`src/rtl/fir_fp_pkg.sv`:
```
// Shared floating-point definitions for the FIR datapath.
//   - IEEE-754 single constants and packed-word field offsets
//   - stage-1 payload struct handed from normalize to round/pack
//   - fp_pack helper that assembles a packed single from its fields
package fir_fp_pkg;

    localparam int FP_BIAS     = 127;
    localparam int FP_EXP_MAX  = 255;
    localparam int FRAC_W      = 23;
    localparam int SIG_W       = FRAC_W + 1;

    // Packed single layout: {sign, exp[7:0], frac[22:0]}
    localparam int FP_SIGN_BIT = 31;
    localparam int FP_EXP_LSB  = 23;
    localparam int FP_EXP_W    = 8;
    localparam int FP_FRAC_LSB = 0;

    // Incoming biased exponent width and the one-bit-wider adjusted exponent
    // carried between the stages (room for the normalization shift).
    localparam int FP_EXP_IN_W = 10;
    localparam int S1_EXP_W    = FP_EXP_IN_W + 1;

    typedef struct packed {
        logic                       sign;
        logic signed [S1_EXP_W-1:0] exp;
        logic [SIG_W-1:0]           sig;
        logic                       guard;
        logic                       sticky;
        logic                       zero;
    } s1_payload_t;

    function automatic logic [31:0] fp_pack(input logic s,
                                            input logic [FP_EXP_W-1:0] e,
                                            input logic [FRAC_W-1:0] f);
        logic [31:0] r;
        r = '0;
        r[FP_SIGN_BIT]               = s;
        r[FP_EXP_LSB +: FP_EXP_W]    = e;
        r[FP_FRAC_LSB +: FRAC_W]     = f;
        return r;
    endfunction

endpackage

```
`src/rtl/fir_postnorm_pack_if.sv`:
```
// Handshake bundle for the post-normalize/pack stage.
//   in side : in_valid/in_ready, sign_in, exp_in, mant_in
//   out side: out_valid/out_ready, out_data, out_overflow/underflow/inexact
// master = producer/consumer around the block, slave = the block itself.
interface fir_postnorm_pack_if #(
    parameter int MANT_W = 48,
    parameter int EXP_W  = 10
);
    logic              in_valid;
    logic              in_ready;
    logic              sign_in;
    logic [EXP_W-1:0]  exp_in;
    logic [MANT_W-1:0] mant_in;
    logic              out_valid;
    logic              out_ready;
    logic [31:0]       out_data;
    logic              out_overflow;
    logic              out_underflow;
    logic              out_inexact;

    modport master (
        output in_valid, sign_in, exp_in, mant_in, out_ready,
        input  in_ready, out_valid, out_data, out_overflow, out_underflow, out_inexact
    );

    modport slave (
        input  in_valid, sign_in, exp_in, mant_in, out_ready,
        output in_ready, out_valid, out_data, out_overflow, out_underflow, out_inexact
    );
endinterface

```
`src/rtl/fir_lzc.sv`:
```
// Parameterized leading-zero counter.
//   din   : W-bit vector
//   count : number of zeros above the most significant one (W when din==0)
module fir_lzc #(
    parameter int W     = 48,
    parameter int CNT_W = $clog2(W + 1)
) (
    input  logic [W-1:0]     din,
    output logic [CNT_W-1:0] count
);

    // Scanning upward lets the highest set bit overwrite the result last.
    always_comb begin
        count = CNT_W'(W);
        for (int i = 0; i < W; i++) begin
            if (din[i]) count = CNT_W'(W - 1 - i);
        end
    end

endmodule

```
`src/rtl/fir_postnorm_pack.sv`:
```
// Post-normalization, round-to-nearest-even and IEEE single pack.
// Two-stage valid/ready pipeline: stage 1 normalizes, stage 2 rounds/packs.
//   clk, rst_n : clock, asynchronous active-low reset
//   bus        : fir_postnorm_pack_if.slave (input beat, packed result + flags)
// Optional build macro FIR_POSTNORM_SUBNORM_EN: produce subnormal results
// instead of flushing exponents <= 0 to zero.
module fir_postnorm_pack
    import fir_fp_pkg::*;
#(
    parameter int MANT_W = 48,
    parameter int EXP_W  = FP_EXP_IN_W
) (
    input  logic                clk,
    input  logic                rst_n,
    fir_postnorm_pack_if.slave  bus
);

    localparam int LZ_W = $clog2(MANT_W + 1);
    localparam logic signed [S1_EXP_W-1:0] EXP_ONE  = S1_EXP_W'(1);
    localparam logic signed [S1_EXP_W-1:0] EXP_ZERO = '0;
    localparam logic signed [S1_EXP_W-1:0] EXP_TOP  = S1_EXP_W'(FP_EXP_MAX);

    logic                       s1_valid;
    logic                       s1_adv;
    logic                       in_fire;
    s1_payload_t                s1_next;
    s1_payload_t                s1_q;
    logic [LZ_W-1:0]            lz;
    logic [MANT_W-1:0]          norm;
    logic signed [S1_EXP_W-1:0] exp_ext;

    logic                       out_valid_q;
    logic [31:0]                out_data_q;
    logic                       ovf_q, unf_q, inx_q;

    logic                       inc;
    logic [SIG_W:0]             sum;
    logic signed [S1_EXP_W-1:0] exp_f;
    logic [31:0]                pk_data;
    logic                       pk_ovf, pk_unf, pk_inx;

    assign s1_adv       = s1_valid && (!out_valid_q || bus.out_ready);
    assign bus.in_ready = !s1_valid || s1_adv;
    assign in_fire      = bus.in_valid && bus.in_ready;

    fir_lzc #(.W(MANT_W)) u_lzc (
        .din   (bus.mant_in),
        .count (lz)
    );

    // Shifting left by the zero count puts the leading one at the MSB; the
    // exponent moves by (1 - lz) because the 1.0 position sits one bit
    // below the MSB. This covers the right-shift case (lz == 0) too.
    always_comb begin
        exp_ext        = S1_EXP_W'($signed(bus.exp_in));
        s1_next.sign   = bus.sign_in;
        s1_next.zero   = (bus.mant_in == '0);
        norm           = s1_next.zero ? '0 : (bus.mant_in << lz);
        s1_next.exp    = exp_ext + EXP_ONE - $signed(S1_EXP_W'(lz));
        s1_next.sig    = norm[MANT_W-1 -: SIG_W];
        s1_next.guard  = norm[MANT_W-1-SIG_W];
        s1_next.sticky = |norm[MANT_W-2-SIG_W:0];
    end

    // Stage 1 register: loads on input handshake, empties when it advances.
    always_ff @(posedge clk or negedge rst_n) begin
        if (!rst_n) begin
            s1_valid <= 1'b0;
            s1_q     <= '0;
        end else if (in_fire) begin
            s1_valid <= 1'b1;
            s1_q     <= s1_next;
        end else if (s1_adv) begin
            s1_valid <= 1'b0;
        end
    end

`ifdef FIR_POSTNORM_SUBNORM_EN
    logic signed [S1_EXP_W-1:0] sub_sh;
    logic [4:0]                 sub_amt;
    logic [SIG_W+26:0]          sub_vec;
    logic [SIG_W-1:0]           sub_sig;
    logic                       sub_g, sub_st, sub_inc;
    logic [SIG_W-1:0]           sub_sum;

    // Denormalize by (1 - exp) before rounding. Beyond 26 positions every
    // significand bit already lands in sticky, so the shift is clamped.
    always_comb begin
        sub_sh  = EXP_ONE - s1_q.exp;
        sub_amt = (sub_sh > S1_EXP_W'(26)) ? 5'd26 : sub_sh[4:0];
        sub_vec = {s1_q.sig, s1_q.guard, 26'b0} >> sub_amt;
        sub_sig = sub_vec[SIG_W+26:27];
        sub_g   = sub_vec[26];
        sub_st  = s1_q.sticky | (|sub_vec[25:0]);
        sub_inc = sub_g & (sub_st | sub_sig[0]);
        sub_sum = sub_sig + SIG_W'(sub_inc);
    end
`endif

    // Round to nearest even, renormalize on carry, then classify the result.
    always_comb begin
        inc     = s1_q.guard & (s1_q.sticky | s1_q.sig[0]);
        sum     = {1'b0, s1_q.sig} + (SIG_W+1)'(inc);
        exp_f   = s1_q.exp + (sum[SIG_W] ? EXP_ONE : EXP_ZERO);
        pk_data = fp_pack(s1_q.sign, exp_f[FP_EXP_W-1:0],
                          sum[SIG_W] ? sum[SIG_W-1:1] : sum[SIG_W-2:0]);
        pk_ovf  = 1'b0;
        pk_unf  = 1'b0;
        pk_inx  = s1_q.guard | s1_q.sticky;
        if (s1_q.zero) begin
            pk_data = fp_pack(s1_q.sign, '0, '0);
            pk_inx  = 1'b0;
        end else if (exp_f >= EXP_TOP) begin
            pk_data = fp_pack(s1_q.sign, '1, '0);
            pk_ovf  = 1'b1;
            pk_inx  = 1'b1;
`ifdef FIR_POSTNORM_SUBNORM_EN
        end else if (s1_q.exp <= EXP_ZERO) begin
            // A carry into the hidden bit promotes the result to exp field 1.
            pk_data = fp_pack(s1_q.sign, {7'b0, sub_sum[SIG_W-1]}, sub_sum[SIG_W-2:0]);
            pk_inx  = sub_g | sub_st;
            pk_unf  = sub_g | sub_st;
`else
        end else if (exp_f <= EXP_ZERO) begin
            pk_data = fp_pack(s1_q.sign, '0, '0);
            pk_unf  = 1'b1;
            pk_inx  = 1'b1;
`endif
        end
    end

    // Output register: holds while downstream stalls, clears after acceptance.
    always_ff @(posedge clk or negedge rst_n) begin
        if (!rst_n) begin
            out_valid_q <= 1'b0;
            out_data_q  <= '0;
            ovf_q       <= 1'b0;
            unf_q       <= 1'b0;
            inx_q       <= 1'b0;
        end else if (s1_adv) begin
            out_valid_q <= 1'b1;
            out_data_q  <= pk_data;
            ovf_q       <= pk_ovf;
            unf_q       <= pk_unf;
            inx_q       <= pk_inx;
        end else if (bus.out_ready) begin
            out_valid_q <= 1'b0;
        end
    end

    assign bus.out_valid     = out_valid_q;
    assign bus.out_data      = out_data_q;
    assign bus.out_overflow  = ovf_q;
    assign bus.out_underflow = unf_q;
    assign bus.out_inexact   = inx_q;

endmodule

```
`src/flat_wrapper.sv`:
```
// flat-port wrapper written by rule: the top's interface ports become plain ports
module fir_postnorm_pack_flat import fir_fp_pkg::*;
#(
    parameter int MANT_W = 48,
    parameter int EXP_W  = FP_EXP_IN_W
)
  (clk, rst_n, bus_in_valid, bus_sign_in, bus_exp_in, bus_mant_in, bus_out_ready, bus_in_ready, bus_out_valid, bus_out_data, bus_out_overflow, bus_out_underflow, bus_out_inexact);
  fir_postnorm_pack_if #(.MANT_W(MANT_W), .EXP_W(EXP_W)) bus_i ();
  input  logic clk;
  input  logic rst_n;
  input wire logic [$bits(bus_i.in_valid)-1:0] bus_in_valid;
  input wire logic [$bits(bus_i.sign_in)-1:0] bus_sign_in;
  input wire logic [$bits(bus_i.exp_in)-1:0] bus_exp_in;
  input wire logic [$bits(bus_i.mant_in)-1:0] bus_mant_in;
  input wire logic [$bits(bus_i.out_ready)-1:0] bus_out_ready;
  output wire logic [$bits(bus_i.in_ready)-1:0] bus_in_ready;
  output wire logic [$bits(bus_i.out_valid)-1:0] bus_out_valid;
  output wire logic [$bits(bus_i.out_data)-1:0] bus_out_data;
  output wire logic [$bits(bus_i.out_overflow)-1:0] bus_out_overflow;
  output wire logic [$bits(bus_i.out_underflow)-1:0] bus_out_underflow;
  output wire logic [$bits(bus_i.out_inexact)-1:0] bus_out_inexact;
  assign bus_i.in_valid = bus_in_valid;
  assign bus_i.sign_in = bus_sign_in;
  assign bus_i.exp_in = bus_exp_in;
  assign bus_i.mant_in = bus_mant_in;
  assign bus_i.out_ready = bus_out_ready;
  assign bus_in_ready = bus_i.in_ready;
  assign bus_out_valid = bus_i.out_valid;
  assign bus_out_data = bus_i.out_data;
  assign bus_out_overflow = bus_i.out_overflow;
  assign bus_out_underflow = bus_i.out_underflow;
  assign bus_out_inexact = bus_i.out_inexact;
  fir_postnorm_pack #(.MANT_W(MANT_W), .EXP_W(EXP_W)) u_core (.clk(clk), .rst_n(rst_n), .bus(bus_i));
endmodule
```
`config.mk`:
```
export PLATFORM = sky130hd
export DESIGN_NAME = fir_postnorm_pack_flat
export DESIGN_NICKNAME = d
export VERILOG_FILES = /design/src/rtl/fir_fp_pkg.sv /design/src/rtl/fir_postnorm_pack_if.sv /design/src/rtl/fir_lzc.sv /design/src/rtl/fir_postnorm_pack.sv /design/src/flat_wrapper.sv
export SDC_FILE = /design/constraint.sdc
export NUM_CORES = 1
export LEC_CHECK = 0
export CORE_MARGIN = 1
export CORE_UTILIZATION = 35
export DETAILED_ROUTE_END_ITERATION = 10
export HOLD_SLACK_MARGIN = 0.06
export SLEW_MARGIN = 20
export SYNTH_ARGS = -nofsm -noshare
export SYNTH_HDL_FRONTEND = slang
export SYNTH_HIERARCHICAL = 1
export SYNTH_SLANG_ARGS = --single-unit
```
`constraint.sdc`:
```
create_clock -name clk -period 5.3 [get_ports clk]
set_clock_uncertainty 0.05 [all_clocks]
set_input_delay 0.53 -clock clk [delete_from_list [all_inputs] [get_ports clk]]
set_output_delay 0.53 -clock clk [all_outputs]
set_load 0.03 [all_outputs]
```
==> impl_metrics.tcl, run 1 <==
set metrics [dict create \
    dr.pass1.iters 5 \
    route.detailed.drc 0 \
    die_area_mm2 0.02152 \
    crit_cells 17 \
    final_nets 991 \
    synth_seq_cells 76 \
    post-dp-hpwl_mm 16.05 \
    io-pin-count 100 \
    critPathCaptureType "flop" \
    critPathMostFrequentCell "ha_1" \
    grt_pass1_vias 6331 \
    syn_to_final_growth_pct 20.13 \
    slowest_delay_ns 0.44 \
    crit_type "flop to flop" \
    p_per_area_mw_per_mm2 245.0 \
    fin_area_mm2 0.008805 \
    num_vias 6761 \
    irDropWorstVdd_mv 0.1379 \
    grt_usage_pct 19.68 \
    start_kind "flop" \
    rows 52 \
    final_common_cell "nand2_1" \
    grt_max_degree 77 \
    drtAntennaViolNets 0 \
    worst_slack_ns 0.6136 \
    hp-class "input port to async pin" \
    slowest_stage "dfrtp_1" \
    yosys_warnings 6 \
    r2r_start "u_core/s1_q[2]" \
    clock_latency_ns 0.33 \
    ys_seq_area_share_pct 25.95 \
    clkSinkCount 76 \
    post_cts.repair.setup_buffers 0 \
    finalCritPeriodShare_pct 88.42 \
    core_mm2 0.02036 \
    ys.flop_type "dfrtp_1" \
    required_ns 5.49 \
    tns_ns 0 \
    drive_gt1_share_pct 12.50 \
    fp.dieH_um 146.7 \
    tightestPinTransition_ns 0.9543 \
    path_cells "and2_1 > ha_1 > and4_1 > and4_1 > nand3_1 > nor2_1 > nand3_1 > inv_1 > ha_1 > ha_1 > nand2_1 > nor3_1 > a41o_1 > a21bo_2 > nor3_2 > nand2_1 > o21ai_0" \
    crit_buf_inv 1 \
    pre_cts_ws_ns 0.4434 \
    start_util_pct 35.99 \
    power_w 0.002157 \
    rr_worst_depth 17 \
    timing.rr.end "u_core/bus.out_data[3]" \
    cts_made_buffers 9 \
    run_status "completed" \
    globalplace.congestion 0.8689 \
    instances_no_fill 1182 \
    syn_inst 835 \
    h-tree-depth 3 \
    cts_hold_buf 0 \
    antenna_found_initial 0 \
    path_clk_slew_ns 0.05 \
    fmax_mhz 213.4 \
    cts_root_buf "clkbuf_16" \
    setup_viol 0 \
    wl_per_cell_um 17.62 \
    crit_family "simple AND/OR/NAND/NOR gates" \
    vias_per_cell 5.720 \
    synth_area_mm2 0.007330 \
    worst-path-max-fanout 11 \
    syn_nets 918 \
    synth_edf_count 0 \
    hold_viol 0 \
    synthDominantCellAreaShare_pct 25.95 \
    synth_area_leaders "dfrtp_1 26%, mux4_2 11%, mux2i_1 6.6%" \
    drv_slew 0 \
    wl_mm 20.83 \
    cts_resized 0 \
    cap_violations 0 \
    async_flop_share_pct 100.0 \
    placed_cells 1167 \
    dr.first_iter.drc_count 354 \
    ys_types 71 \
    crit_path_start "u_core/s1_q[2]" \
    worstSetupEndpoint "u_core/bus.out_data[3]" \
    die_x_um 146.7 \
    reg2reg_setup_slack_ns 0.61 \
    fin_crit_ns 4.686 \
    antenna_cells 0 \
    grt_pass1_wl_mm 34.11 \
    syn_avg_cell_area_um2 8.778 \
    power.leakage_nw 3.571 \
    ctsLongestPathBuffers 2 \
    port_buffers 99 \
    yosys.area.top_type "dfrtp_1" \
    overflow 0 \
    arrival_ns 4.88 \
    cts_tree "yes" \
    dpl_cell_area_mm2 0.008547 \
    rsz0062_at_grt "no" \
    slew_headroom_pct 36.38 \
    layout_common_cells "110 x nand2_1, 98 x clkdlybuf4s50_1, 76 x dfrtp_1" \
]
-- report_power, final --
| group | switching, W | internal, W |
|---|---|---|
| sequential | 0.000106 | 0.000680 |
| clock | 0.000215 | 0.000312 |
| combinational | 0.000456 | 0.000389 |
| total | 0.000777 | 0.00138 |
-- synthesized netlist by cell type, drive strengths merged, types with 4 or more instances --
| library cell | count |
|---|---|
| a211oi | 7 |
| a21o | 8 |
| a21oi | 23 |
| a221o | 22 |
| a22o | 15 |
| a31oi | 7 |
| and2 | 4 |
| and3 | 8 |
| and4 | 6 |
| buf | 26 |
| clkbuf | 25 |
| dfrtp | 76 |
| ha | 19 |
| inv | 37 |
| mux2 | 31 |
| mux2i | 48 |
| mux4 | 35 |
| nand2 | 110 |
| nand2b | 6 |
| nand3 | 29 |
| nand3b | 4 |
| nand4 | 9 |
| nor2 | 57 |
| nor2b | 7 |
| nor3 | 18 |
| nor3b | 4 |
| nor4 | 30 |
| o211ai | 15 |
| o21ai | 73 |
| o31ai | 6 |
| or4 | 6 |
| xnor2 | 13 |
| xor2 | 13 |
-- state kept, by name, summed over array words and instances (netlist names) --
register and flops:
u_core/bus.out_underflow 1, u_core/s1_valid 1, u_core/s1_q 39, u_core/bus.out_inexact 1
u_core/bus.out_data 32, u_core/bus.out_valid 1, u_core/bus.out_overflow 1
-- cell families (layout without fill, tap and decap cells) --
family / Yosys count / count (layout) / share of synthesized area [%]
AND/OR/NAND/NOR: 306 / 306 / 20.88
AO/OA/AOI/OAI: 204 / 204 / 19.00
multiplexers: 114 / 114 / 22.07
buffers and inverters: 89 / 166 / 5.480
flip-flops: 76 / 76 / 25.95
XOR/XNOR: 26 / 26 / 3.107
adder cells (fa/ha/maj): 20 / 20 / 3.517
-- layout make-up --
type                            instances  area [um2]
Fill cell                            2053       11560
Timing Repair Buffer                  113        1106
Clock buffer                           12       236.5
Multi-Input combinational cell        670        5065
Tap cell                              270       337.8
Inverter                               38       142.6
Clock inverter                          3       15.01
Sequential cell                        76        1902
-- worst min-delay path by stage --
stage,end,slack [ns],from
global route,u_core/bus.out_data[23],0.39,rst_n
floorplan,u_core/bus.out_data[0],0.18,rst_n
CTS,u_core/s1_q[35],0.34,rst_n
global placement,u_core/bus.out_overflow,0.41,u_core/bus.out_overflow
detailed placement,u_core/bus.out_overflow,0.42,u_core/bus.out_overflow
finish,u_core/bus.out_data[23],0.30,rst_n
-- worst reg2reg max path, stage by stage, from the launching register on --
cell and delay, ns:
dfrtp_1 0.44, and2_1 0.18, ha_1 0.20, and4_1 0.35
and4_1 0.32, nand3_1 0.16, nor2_1 0.19, nand3_1 0.22
inv_1 0.25, ha_1 0.20, ha_1 0.25, nand2_1 0.13
nor3_1 0.15, a41o_1 0.23, a21bo_2 0.24, nor3_2 0.41
nand2_1 0.36, o21ai_0 0.26
-- layer usage --
layer  share of wire (%)  global-route usage [%]  vias up
met1                  49                   29.57     3208
met4                 2.4                   6.563        0
met5                   0                       0        -
met3                 4.8                   2.422       33
li1                    -                       -     3301
met2                  43                   28.91      219
-- per-stage QoR --
stage	hold WS, ns	utilization (%)
detailed placement	0.4188	41.97
CTS	0.3434	43.20
global route	0.3931	43.24
global placement	0.4121	41.97
floorplan	0.1844	-
finish	0.2966	43.24
(Power assumes the default switching activity.)
==> inputs of run 2 (changes only) <==
CORE_UTILIZATION = 45   (was 35)
PLACE_DENSITY = 0.68   (was unset)
clock period = 5.6 ns   (was 5.3 ns; I/O delays follow)
==> run 2 against run 1 <==
Sequential power decreased by 5.3%. Worst hold slack better by 0.021 ns. Clock power increased by 3%. Register-to-register slack better by 0.32 ns. Non-clock buffer count decreased by 2. Wire length down 3.2%. Via count is 2.1% higher. Critical path depth is the same. Largest cell class unchanged. Largest power group unchanged. Utilization rose by 12 points. Sequential share of layout area rose by 0.13 points. Die area down 22%.
==> impl_metrics.tcl, run 2 (synthesis results as in run 1) <==
set metrics [dict create \
    largest_register_ffs 39 \
    vias_per_cell 6.125 \
    postLayoutCoreUtil_pct 55.10 \
    finalCritPeriodShare_pct 83.38 \
    arrival_ns 4.87 \
    worst-path-max-fanout 11 \
    dr.first_iter.drc_count 535 \
    hold_viol 0 \
    num_vias 6903 \
    final_nets 989 \
    dr.pass1.iters 5 \
    cts_resized 0 \
    crit_path_start "u_core/s1_q[2]" \
    power_w 0.002081 \
    overflow 0 \
    critPathCaptureType "flop" \
    antenna_cells 0 \
    h-tree-depth 3 \
    grt_pass1_wl_mm 33.02 \
    route.detailed.drc 0 \
    grt_pass1_vias 6266 \
    grt_usage_pct 25.01 \
    cts_made_buffers 9 \
    timing.rr.end "u_core/bus.out_data[3]" \
    core_mm2 0.01589 \
    drv_slew 0 \
    path_clk_slew_ns 0.06 \
    tns_ns 0 \
    reg2reg_setup_slack_ns 0.93 \
    layout_common_cells "110 x nand2_1, 98 x clkdlybuf4s50_1, 76 x dfrtp_1" \
    fp.dieH_um 129.6 \
    fin_crit_ns 4.669 \
    post_cts.repair.setup_buffers 0 \
    r2r_start "u_core/s1_q[2]" \
    start_kind "flop" \
    drtAntennaViolNets 0 \
    clock_latency_ns 0.34 \
    cts_hold_buf 0 \
    io-pin-count 100 \
    tightestPinTransition_ns 0.8976 \
    die_x_um 129.6 \
    fmax_mhz 214.2 \
    largest_register "u_core/s1_q" \
    rows 46 \
    drive_gt1_share_pct 12.62 \
    final_common_cell "nand2_1" \
    hp-class "input port to async pin" \
    p_per_area_mw_per_mm2 237.7 \
    start_util_pct 46.14 \
    syn_to_final_growth_pct 19.41 \
    crit_type "flop to flop" \
    die_area_mm2 0.01680 \
    run_status "completed" \
    clkSinkCount 76 \
    required_ns 5.80 \
    port_buffers 99 \
    globalplace.congestion 0.9081 \
    cts_tree "yes" \
    dpl_cell_area_mm2 0.008464 \
    post-dp-hpwl_mm 15.41 \
    setup_viol 0 \
    irDropWorstVdd_mv 0.1310 \
    ctsLongestPathBuffers 2 \
    rr_worst_depth 17 \
    slew_headroom_pct 38.61 \
    power.leakage_nw 3.577 \
    grt_max_degree 77 \
    wl_mm 20.16 \
    rsz0062_at_grt "no" \
    antenna_found_initial 0 \
    fin_area_mm2 0.008752 \
    wl_per_cell_um 17.89 \
    cts_root_buf "clkbuf_16" \
    cap_violations 0 \
]
==> run 2: routing by layer <==
| layer | up-vias | wire [um] | global-route usage [%] |
|---|---|---|---|
| met4 | 0 | 384 | 7.934 |
| met1 | 3269 | 9439 | 35.80 |
| met5 | - | 0 | 0 |
| met2 | 286 | 9198 | 39.45 |
| met3 | 29 | 1141 | 2.849 |
| li1 | 3319 | - | - |
==> run 2: worst max-delay path by stage <==
stage	end	slack, ns	cells past startpoint
detailed placement	u_core/bus.out_data[3]	0.89	17
finish	u_core/bus.out_data[3]	0.93	17
CTS	u_core/bus.out_data[3]	0.89	17
floorplan	u_core/s1_q[36]	1.24	17
global route	u_core/bus.out_data[3]	0.51	17
global placement	u_core/s1_q[36]	0.97	14
==> run 2: metrics by stage <==
| stage | hold slack (ns) | setup WS [ns] | instances |
|---|---|---|---|
| 2_1_floorplan | 0.2144 | 1.239 | 835 |
| 3_3_place_gp | 0.4118 | 0.9726 | 1111 |
| 3_5_place_dp | 0.4181 | 0.8948 | 1111 |
| 4_1_cts | 0.3482 | 0.8874 | 1127 |
| 5_1_grt | 0.4030 | 0.5095 | 1127 |
| 6_report | 0.3179 | 0.9306 | 1127 |
==> run 2: worst max-delay path: stages, from the launching register on <==
cell and delay, ns:
dfrtp_1 0.43, and2_1 0.17, ha_1 0.19, and4_1 0.34, and4_1 0.31, nand3_1 0.16
nor2_1 0.20, nand3_1 0.22, inv_1 0.27, ha_1 0.19, ha_1 0.25, nand2_1 0.14
nor3_1 0.16, a41o_1 0.23, a21bo_2 0.25, nor3_2 0.42, nand2_1 0.35, o21ai_0 0.24
==> run 2: layout make-up <==
type / count / area (um2)
clock inverters: 5 / 35.03
multi-input cells: 670 / 5059
clock buffers: 11 / 252.7
well taps: 216 / 270.3
flip-flops and latches: 76 / 1902
inverters: 38 / 142.6
repair buffers: 111 / 1091
fillers: 1495 / 7133
==> run 2: power breakdown <==
group          switching, W  internal, W
Combinational      0.000428     0.000367
Sequential         0.000101     0.000643
Clock              0.000217     0.000324
Total              0.000746      0.00133
==> inputs of run 3 (changes only) <==
clock period = 4.3 ns   (was 5.6 ns; I/O delays follow)
==> run 3 against run 2 <==
Utilization grew 4.3 points. Sequential share of layout area shrank 1.6 points. Clock power grew 55%. Sequential cell count is the same. Via count grew 2.9%. First-iteration DRC count shrank 16%. Register-to-register slack lost 0.59 ns. Wire length grew 3.1%. Critical endpoint is now u_core/bus.out_data[29]. Largest cell class unchanged.
==> impl_metrics.tcl, run 3 (synthesis results as in run 1) <==
set metrics [dict create \
    run_status "completed" \
    drv_slew 0 \
    h-tree-depth 3 \
    rows 46 \
    required_ns 4.46 \
    arrival_ns 4.12 \
    cts_made_buffers 9 \
    irDropWorstVdd_mv 0.2102 \
    crit_type "flop to flop" \
    start_kind "flop" \
    pre_cts_ws_ns -0.1230 \
    final_nets 1069 \
    largest_register_ffs 39 \
    p_per_area_mw_per_mm2 309.7 \
    fp.dieH_um 129.6 \
    fin_crit_ns 3.958 \
    io-pin-count 100 \
    clkSinkCount 76 \
    ctsLongestPathBuffers 2 \
    num_vias 7100 \
    dr.pass1.iters 5 \
    globalplace.congestion 0.9487 \
    grt_pass1_vias 6516 \
    cts_hold_buf 0 \
    clock_latency_ns 0.33 \
    grt_max_degree 77 \
    post-dp-hpwl_mm 16.33 \
    largest_register "u_core/s1_q" \
    worst_slack_ns 0.3419 \
    syn_to_final_growth_pct 28.83 \
    hold_viol 0 \
    overflow 0 \
    cap_violations 0 \
    path_clk_slew_ns 0.06 \
    vias_per_cell 5.887 \
    wl_per_cell_um 17.23 \
    slew_headroom_pct 20.62 \
    antenna_cells 0 \
    wl_mm 20.78 \
    final_common_cell "nand2_1" \
    core_mm2 0.01589 \
    power_w 0.002924 \
    die_area_mm2 0.01680 \
    power.leakage_nw 3.994 \
    dr.first_iter.drc_count 451 \
    cts_tree "yes" \
    port_buffers 99 \
    die_x_um 129.6 \
    fmax_mhz 252.6 \
    setup_viol 0 \
    hp-class "input port to async pin" \
    critPathCaptureType "flop" \
    cts_root_buf "clkbuf_16" \
    grt_usage_pct 25.10 \
    route.detailed.drc 0 \
    worst-path-max-fanout 8 \
    grt_pass1_wl_mm 33.22 \
    finalCritPeriodShare_pct 92.05 \
    tightestPinTransition_ns 1.176 \
    antenna_found_initial 0 \
    start_util_pct 46.14 \
    drive_gt1_share_pct 20.10 \
    layout_common_cells "109 x nand2_1, 98 x clkdlybuf4s50_1, 92 x buf_4" \
    drtAntennaViolNets 0 \
    rsz0062_at_grt "no" \
]
-- run 3: final timing paths --
check,from,to,slack (ns),cells past startpoint
setup / recovery,u_core/s1_q[2],u_core/bus.out_data[29],0.34,16
hold / removal,rst_n,u_core/bus.out_data[23],0.19,1
setup reg to reg,u_core/s1_q[2],u_core/bus.out_data[29],0.34,16
hold reg to reg,u_core/bus.out_overflow,u_core/bus.out_overflow,0.43,1
max in group asynchronous,rst_n,u_core/s1_q[19],3.43,1
min in group clk,u_core/bus.out_overflow,u_core/bus.out_overflow,0.43,1
-- run 3: repair_timing --
item	in CTS	in global routing
setup endpoints to repair	0	16
setup buffers	0	0
resized for setup	0	10
-- run 3: critical path, stage by stage (launching register included) --
cell and delay, ns:
dfrtp_1 0.41, and2_1 0.17, ha_1 0.20, and4_1 0.21, and4_1 0.23, nand3_1 0.15, nor2_1 0.19, nand3_1 0.13
inv_2 0.14, ha_1 0.21, nand3_4 0.11, xnor2_1 0.18, or4_1 0.53, nor4_4 0.24, a21boi_1 0.16, and2_4 0.21
a221o_1 0.31
-- run 3: layout make-up --
| class | count | area, um2 |
|---|---|---|
| fill | 1443 | 6442 |
| multi-input combinational | 670 | 5097 |
| sequential | 76 | 1902 |
| timing repair buffer | 191 | 1692 |
| tap | 216 | 270.3 |
| clock buffer | 10 | 239.0 |
| inverter | 38 | 142.6 |
| clock inverter | 5 | 100.1 |
-- run 3: power by group --
part	switching (W)	internal (W)	leakage, nW	total, W
Sequential	0.000132	0.000838	0.965	0.000970
Clock	0.000262	0.000576	0.168	0.000838
Combinational	0.000578	0.000538	2.86	0.00112
-- run 3: routing by layer --
metal / vias up / wire length (um) / track usage, %
met5: - / 0 / 0
met4: 0 / 704 / 10.74
met3: 44 / 984 / 2.642
met2: 261 / 9513 / 40.64
met1: 3311 / 9578 / 34.14
li1: 3484 / - / -
-- run 3: through the flow --
stage	cell area [um2]	utilization, %	std cells	TNS (ns)	hold WS (ns)
after floorplan	7330	-	835	0	0.08441
after global placement	9065	57.07	1191	-0.8438	0.4097
after detailed placement	9065	57.07	1191	-0.3145	0.4237
after CTS	9404	59.20	1206	0	0.2255
after global routing	9443	59.44	1206	0	0.2830
final	9443	59.44	1206	0	0.1894
